[src/rtl/alu_exec_unit.sv]
// Handshaked RV32I ALU execute stage with registered result/zero/illegal outputs.
// Optional iterative RV32M MUL (low word) when ALU_EXEC_MUL_EN is defined.
module alu_exec_unit #(
    parameter int XLEN = 32,
    parameter int SHW  = $clog2(XLEN)
) (
    input  logic            clk,
    input  logic            reset,
    input  logic            in_valid,
    output logic            in_ready,
    input  logic [1:0]      alu_op,
    input  logic [2:0]      funct3,
    input  logic            funct7_5,
    input  logic            funct7_0,
    input  logic [XLEN-1:0] op_a,
    input  logic [XLEN-1:0] op_b,
    output logic            out_valid,
    input  logic            out_ready,
    output logic [XLEN-1:0] result,
    output logic            zero,
    output logic            illegal
);

`ifdef ALU_EXEC_MUL_EN
    localparam int CW = $clog2(XLEN + 1);
    typedef enum logic [1:0] {S_IDLE = 2'd0, S_MUL = 2'd1, S_HOLD = 2'd2} state_t;
`else
    typedef enum logic [1:0] {S_IDLE = 2'd0, S_HOLD = 2'd2} state_t;
`endif

    typedef enum logic [3:0] {
        OP_ADD, OP_SUB, OP_SLL, OP_SLT, OP_SLTU, OP_XOR,
        OP_SRL, OP_SRA, OP_OR, OP_AND, OP_MUL, OP_ILL
    } op_t;

    function automatic op_t decode(input logic [1:0] aop, input logic [2:0] f3,
                                   input logic f7_5, input logic f7_0);
        op_t op;
        op = OP_ILL;
        if (aop == 2'b00) begin
            op = OP_ADD;
        end else if (aop == 2'b01) begin
            op = OP_SUB;
        end else if (aop == 2'b10 && f7_0) begin
`ifdef ALU_EXEC_MUL_EN
            op = (f3 == 3'b000) ? OP_MUL : OP_ILL;
`else
            op = OP_ILL;
`endif
        end else begin
            // funct7_5 only selects SUB for register-register forms; ADDI ignores it
            case (f3)
                3'b000:  op = (f7_5 && aop == 2'b10) ? OP_SUB : OP_ADD;
                3'b001:  op = OP_SLL;
                3'b010:  op = OP_SLT;
                3'b011:  op = OP_SLTU;
                3'b100:  op = OP_XOR;
                3'b101:  op = f7_5 ? OP_SRA : OP_SRL;
                3'b110:  op = OP_OR;
                default: op = OP_AND;
            endcase
        end
        return op;
    endfunction

    function automatic logic [XLEN-1:0] alu_eval(input op_t op, input logic [XLEN-1:0] a,
                                                 input logic [XLEN-1:0] b);
        logic signed [XLEN-1:0] sa;
        logic signed [XLEN-1:0] sb;
        logic [SHW-1:0]         sh;
        logic [XLEN-1:0]        r;
        sa = a;
        sb = b;
        sh = b[SHW-1:0];
        case (op)
            OP_ADD:  r = a + b;
            OP_SUB:  r = a - b;
            OP_SLL:  r = a << sh;
            OP_SLT:  r = {{(XLEN-1){1'b0}}, (sa < sb)};
            OP_SLTU: r = {{(XLEN-1){1'b0}}, (a < b)};
            OP_XOR:  r = a ^ b;
            OP_SRL:  r = a >> sh;
            OP_SRA:  r = sa >>> sh;
            OP_OR:   r = a | b;
            OP_AND:  r = a & b;
            default: r = '0;
        endcase
        return r;
    endfunction

    state_t          state_q, state_d;
    logic [XLEN-1:0] result_q, result_d;
    logic            zero_q, zero_d;
    logic            illegal_q, illegal_d;
    op_t             op_dec;
    logic [XLEN-1:0] eval_res;
    logic            accept;

`ifdef ALU_EXEC_MUL_EN
    logic [XLEN-1:0] acc_q, acc_d;
    logic [XLEN-1:0] mcand_q, mcand_d;
    logic [XLEN-1:0] mplier_q, mplier_d;
    logic [CW-1:0]   cnt_q, cnt_d;
    logic [XLEN-1:0] acc_step;
`endif

    assign in_ready  = !reset && (state_q == S_IDLE || (state_q == S_HOLD && out_ready));
    assign accept    = in_valid && in_ready;
    assign op_dec    = decode(alu_op, funct3, funct7_5, funct7_0);
    assign eval_res  = alu_eval(op_dec, op_a, op_b);
    assign out_valid = (state_q == S_HOLD);
    assign result    = result_q;
    assign zero      = zero_q;
    assign illegal   = illegal_q;

    always_comb begin
        state_d   = state_q;
        result_d  = result_q;
        zero_d    = zero_q;
        illegal_d = illegal_q;
`ifdef ALU_EXEC_MUL_EN
        acc_d     = acc_q;
        mcand_d   = mcand_q;
        mplier_d  = mplier_q;
        cnt_d     = cnt_q;
        acc_step  = mplier_q[0] ? (acc_q + mcand_q) : acc_q;
`endif
        case (state_q)
`ifdef ALU_EXEC_MUL_EN
            S_MUL: begin
                // shift-add, one multiplier bit per cycle, LSB first; low word only
                acc_d    = acc_step;
                mcand_d  = mcand_q << 1;
                mplier_d = mplier_q >> 1;
                cnt_d    = cnt_q + 1'b1;
                if (cnt_q == CW'(XLEN - 1)) begin
                    state_d   = S_HOLD;
                    result_d  = acc_step;
                    zero_d    = (acc_step == '0);
                    illegal_d = 1'b0;
                end
            end
`endif
            default: begin
                if (accept) begin
`ifdef ALU_EXEC_MUL_EN
                    if (op_dec == OP_MUL) begin
                        state_d  = S_MUL;
                        acc_d    = '0;
                        mcand_d  = op_a;
                        mplier_d = op_b;
                        cnt_d    = '0;
                    end else begin
                        state_d   = S_HOLD;
                        result_d  = eval_res;
                        zero_d    = (eval_res == '0);
                        illegal_d = (op_dec == OP_ILL);
                    end
`else
                    state_d   = S_HOLD;
                    result_d  = eval_res;
                    zero_d    = (eval_res == '0);
                    illegal_d = (op_dec == OP_ILL);
`endif
                end else if (state_q == S_HOLD && out_ready) begin
                    state_d = S_IDLE;
                end
            end
        endcase
    end

    always_ff @(posedge clk or posedge reset) begin
        if (reset) begin
            state_q   <= S_IDLE;
            result_q  <= '0;
            zero_q    <= 1'b0;
            illegal_q <= 1'b0;
        end else begin
            state_q   <= state_d;
            result_q  <= result_d;
            zero_q    <= zero_d;
            illegal_q <= illegal_d;
        end
    end

`ifdef ALU_EXEC_MUL_EN
    always_ff @(posedge clk or posedge reset) begin
        if (reset) begin
            acc_q    <= '0;
            mcand_q  <= '0;
            mplier_q <= '0;
            cnt_q    <= '0;
        end else begin
            acc_q    <= acc_d;
            mcand_q  <= mcand_d;
            mplier_q <= mplier_d;
            cnt_q    <= cnt_d;
        end
    end
`endif

endmodule

[config.mk]
export PLATFORM = sky130hd
export DESIGN_NAME = alu_exec_unit
export DESIGN_NICKNAME = d
export VERILOG_FILES = /design/src/rtl/alu_exec_unit.sv
export SDC_FILE = /design/constraint.sdc
export NUM_CORES = 1
export LEC_CHECK = 0
export CORE_MARGIN = 3
export CORE_UTILIZATION = 40
export DETAILED_ROUTE_END_ITERATION = 10
export PLACE_DENSITY = 0.7
export SKIP_CTS_REPAIR_TIMING = 1
export SLEW_MARGIN = 30
export SYNTH_ARGS = -nofsm -noshare
export SYNTH_HDL_FRONTEND = slang
export SYNTH_SLANG_ARGS = --single-unit
[constraint.sdc]
create_clock -name clk -period 3.4 [get_ports clk]
set_clock_uncertainty 0.05 [all_clocks]
set_input_delay 0.34 -clock clk [delete_from_list [all_inputs] [get_ports clk]]
set_output_delay 0.34 -clock clk [all_outputs]
set_load 0.05 [all_outputs]
==> flow_summary.json <==
{
  "status": "finished with violations",
  "failed_checks": "setup timing",
  "timing.final.ws_setup_ps": -559,
  "critPathMaxStageDelay_ps": 590,
  "cts-buffers-inserted": 5,
  "die_h_um": 176,
  "worst_supply_voltage_drop_on_vdd_v": 0.000243,
  "placeableCoreArea_sq_um": 28200,
  "first_iter_violations": 2696,
  "remaining_drc_errors": 0,
  "cts_htree_levels": 2,
  "drv_cap": 0,
  "setup-violations-final": 5,
  "wire_length_of_the_first_global_routing_pass_mm": 104,
  "synth_most_common_cell": "sky130_fd_sc_hd__nand2_1",
  "clock_sink_count": 35,
  "finish.utilization_pct": 72.8,
  "netlist.top_cell.by_area": "sky130_fd_sc_hd__ha_1",
  "rsz_0062_raised_after_global_routing": "true",
  "multiInputGateArea_sq_um": 11300,
  "floorplan.die_area_sq_um": 31100,
  "placedInstanceArea_sq_um": 18300,
  "grt_pass1_vias": 16364,
  "synth_warnings": 0,
  "antenna_violating_nets_post_route": 0,
  "gp_routability_congestion": 1.13,
  "cts.path.max_buffers": 2,
  "report.final.hold_viol_count": 0,
  "power.leakage_uw": 0.00970,
  "cp-start-kind": "input port",
  "crit_path_top_delay_cell": "sky130_fd_sc_hd__or4_4",
  "critical_path_peak_fanout": 6,
  "synth-seq-cells": 35,
  "netlist_area_sq_um": 11600,
  "whs_ps": 436,
  "placement_rows": 61,
  "number_of_antenna_violations_at_the_first_check_in_global_routing": 3,
  "fp.dieW_um": 176,
  "wire_length_after_detailed_routing_mm": 76.2,
  "fin_nets": 2581,
  "ys.flop_type": "sky130_fd_sc_hd__dfrtp_1",
  "fmax_mhz": 253,
  "worst-endpoint-required_ps": 3530,
  "vias_per_cell": 6.45,
  "route.detailed.wl_per_inst_um": 27.3,
  "initial_core_util_pct": 41.2,
  "synth_cell_types": 90,
  "clkLatencyLatePin_ps": 290,
  "synth.top_cells.by_area": "sky130_fd_sc_hd__ha_1 (11%), sky130_fd_sc_hd__dfrtp_1 (7.5%), sky130_fd_sc_hd__mux2i_1 (7.0%), sky130_fd_sc_hd__mux4_2 (6.6%), sky130_fd_sc_hd__nand2_1 (5.7%)",
  "vias": 17973,
  "postSynthCellCount": 1641,
  "ios": 111,
  "fillers": 2155,
  "synth_enable_flop_cells": 0,
  "p_total_uw": 5420,
  "synth_sequential_area_ratio_pct": 7.54,
  "grt_start_max_net_pins": 52,
  "worst_slew_margin_rel_pct": 36.8,
  "post_route_cells_drive_above_1_share_pct": 47.0,
  "dp_hpwl_mm": 59.9,
  "grt.overflow.total": 0,
  "worst_path_cell_chain": "dlymetal6s2s_1 -> and3b_1 -> a311o_1 -> buf_4 -> o21ai_4 -> buf_4 -> o22ai_2 -> nor4_2 -> nand4_1 -> or3_4 -> or4_4 -> nor4b_4 -> nand4_1 -> o41ai_2",
  "total_of_buffers_placed_on_input_and_output_ports": 110,
  "min_path_type": "flop to flop",
  "stdcell_area_sq_um": 20600,
  "mapped_avg_cell_area_sq_um": 7.08,
  "endpoint_kind": "flop",
  "clk_root_buffer_cell": "sky130_fd_sc_hd__clkbuf_16",
  "areaGrowthSynthToFinish_pct": 76.9,
  "arrival_time_of_the_worst_setup_path_ps": 4090,
  "postSynth.asyncResetShare_pct": 100,
  "finalMaxSlewViolations": 0,
  "layout_worst_path_cycle_share_pct": 116,
  "grt_overall_usage_pct": 44.4,
  "synth_commonest_cells": "sky130_fd_sc_hd__nand2_1 (175), sky130_fd_sc_hd__nor2_1 (161), sky130_fd_sc_hd__inv_1 (120), sky130_fd_sc_hd__a21oi_1 (117), sky130_fd_sc_hd__o21ai_0 (112)",
  "post-route-min-period_ps": 3960,
  "clock_tree_from_tritoncts": "done",
  "path_class": "input port to flop",
  "worst-slew-pin-transition_ps": 933,
  "clkSlewWorstSetupHoldPaths_ps": 50,
  "synth_top_cell_area_share_pct": 10.7,
  "detail_route.first_pass.iterations": 6,
  "seq_area_sq_um": 876,
  "power_per_cell_area_nw_per_um2": 264,
  "number_of_nets_produced_by_synthesis": 1817
}
==> cell usage in the layout, fill, tap and decap left out, types with 24 or more instances in the layout <==
master,Yosys,layout
sky130_fd_sc_hd__dfrtp_1,35,35
sky130_fd_sc_hd__o22ai_1,36,34
sky130_fd_sc_hd__o21ai_0,112,95
sky130_fd_sc_hd__mux2_2,38,33
sky130_fd_sc_hd__mux2i_1,81,68
sky130_fd_sc_hd__buf_4,3,721
sky130_fd_sc_hd__mux4_2,34,34
sky130_fd_sc_hd__nor2_1,161,146
sky130_fd_sc_hd__clkdlybuf4s50_1,0,47
sky130_fd_sc_hd__a21oi_1,117,90
sky130_fd_sc_hd__nand2_1,175,169
sky130_fd_sc_hd__ha_4,0,24
sky130_fd_sc_hd__ha_1,99,72
sky130_fd_sc_hd__buf_6,6,30
sky130_fd_sc_hd__inv_2,2,29
sky130_fd_sc_hd__o211ai_1,31,31
sky130_fd_sc_hd__inv_1,120,87
sky130_fd_sc_hd__nand3_1,31,27
sky130_fd_sc_hd__a22oi_1,29,28
sky130_fd_sc_hd__dlymetal6s2s_1,0,42
==> registers in the layout, indices dropped and copies added, names as in the netlist <==
signal / count
result: 32
illegal: 1
state_q: 1
zero: 1
==> metrics by stage <==
step	TNS [ps]	cells	setup slack, ps
after floorplan	-738	1641	-566
after CTS	-8080	2733	-1390
after global placement	-14120	2725	-1640
final	-954	2786	-559
after detailed placement	-14380	2725	-1680
after global routing	-1490	2784	-725
==> final cells by class <==
class / instances / share of cell area [%]
Tap cell: 378 / 2.30
Antenna cell: 2 / 0.0243
Inverter: 122 / 2.32
Clock inverter: 3 / 0.0730
Timing Repair Buffer: 880 / 35.5
Clock buffer: 5 / 0.609
Multi-Input combinational cell: 1361 / 54.9
Sequential cell: 35 / 4.26
==> worst paths after layout <==
| check | startpoint | slack [ps] | cells after the start | end |
|---|---|---|---|---|
| max | alu_op[0] | -560 | 14 | zero |
| min | result[3] | 440 | 2 | result[3] |
| max reg2reg | state_q[1] | 950 | 12 | zero |
| min reg2reg | result[3] | 440 | 2 | result[3] |
| max in group asynchronous | reset | 2460 | 3 | result[7] |
| min in group asynchronous | reset | 510 | 3 | result[26] |
==> critical path: cells and delay by family <==
family / cells / cell delay [ps]
buffers and inverters: 3 / 630
AND/OR/NAND/NOR: 7 / 2200
AO/OA/AOI/OAI: 4 / 920
==> power breakdown <==
part | leakage [uW] | internal [uW] | switching, uW | total (uW)
logic | 0.00919 | 1970 | 2420 | 4380
clock network | 0.0000734 | 267 | 184 | 451
registers | 0.000434 | 524 | 62.2 | 586
==> cell families (layout without fill, tap and decap cells) <==
group	after synthesis	after routing	share of synthesized area [%]
AOI/OAI and AO/OA	563	563	32.8
other	0	2	0
adders and majority gates	101	101	11.0
and+or+nand+nor	522	522	20.7
buffers and inverters	245	1010	8.62
xor gates and xnor gates	14	14	1.06
muxes	161	161	18.3
DFF	35	35	7.54
==> layer usage <==
metal / vias up / global-route usage, % / routed length, um
li1: 7658 / - / -
met1: 8515 / 58.6 / 28400
met2: 1428 / 69.3 / 32300
met3: 370 / 8.80 / 9220
met4: 2 / 21.3 / 6150
met5: - / 0 / 12
Power figures use the tool's default switching activity.
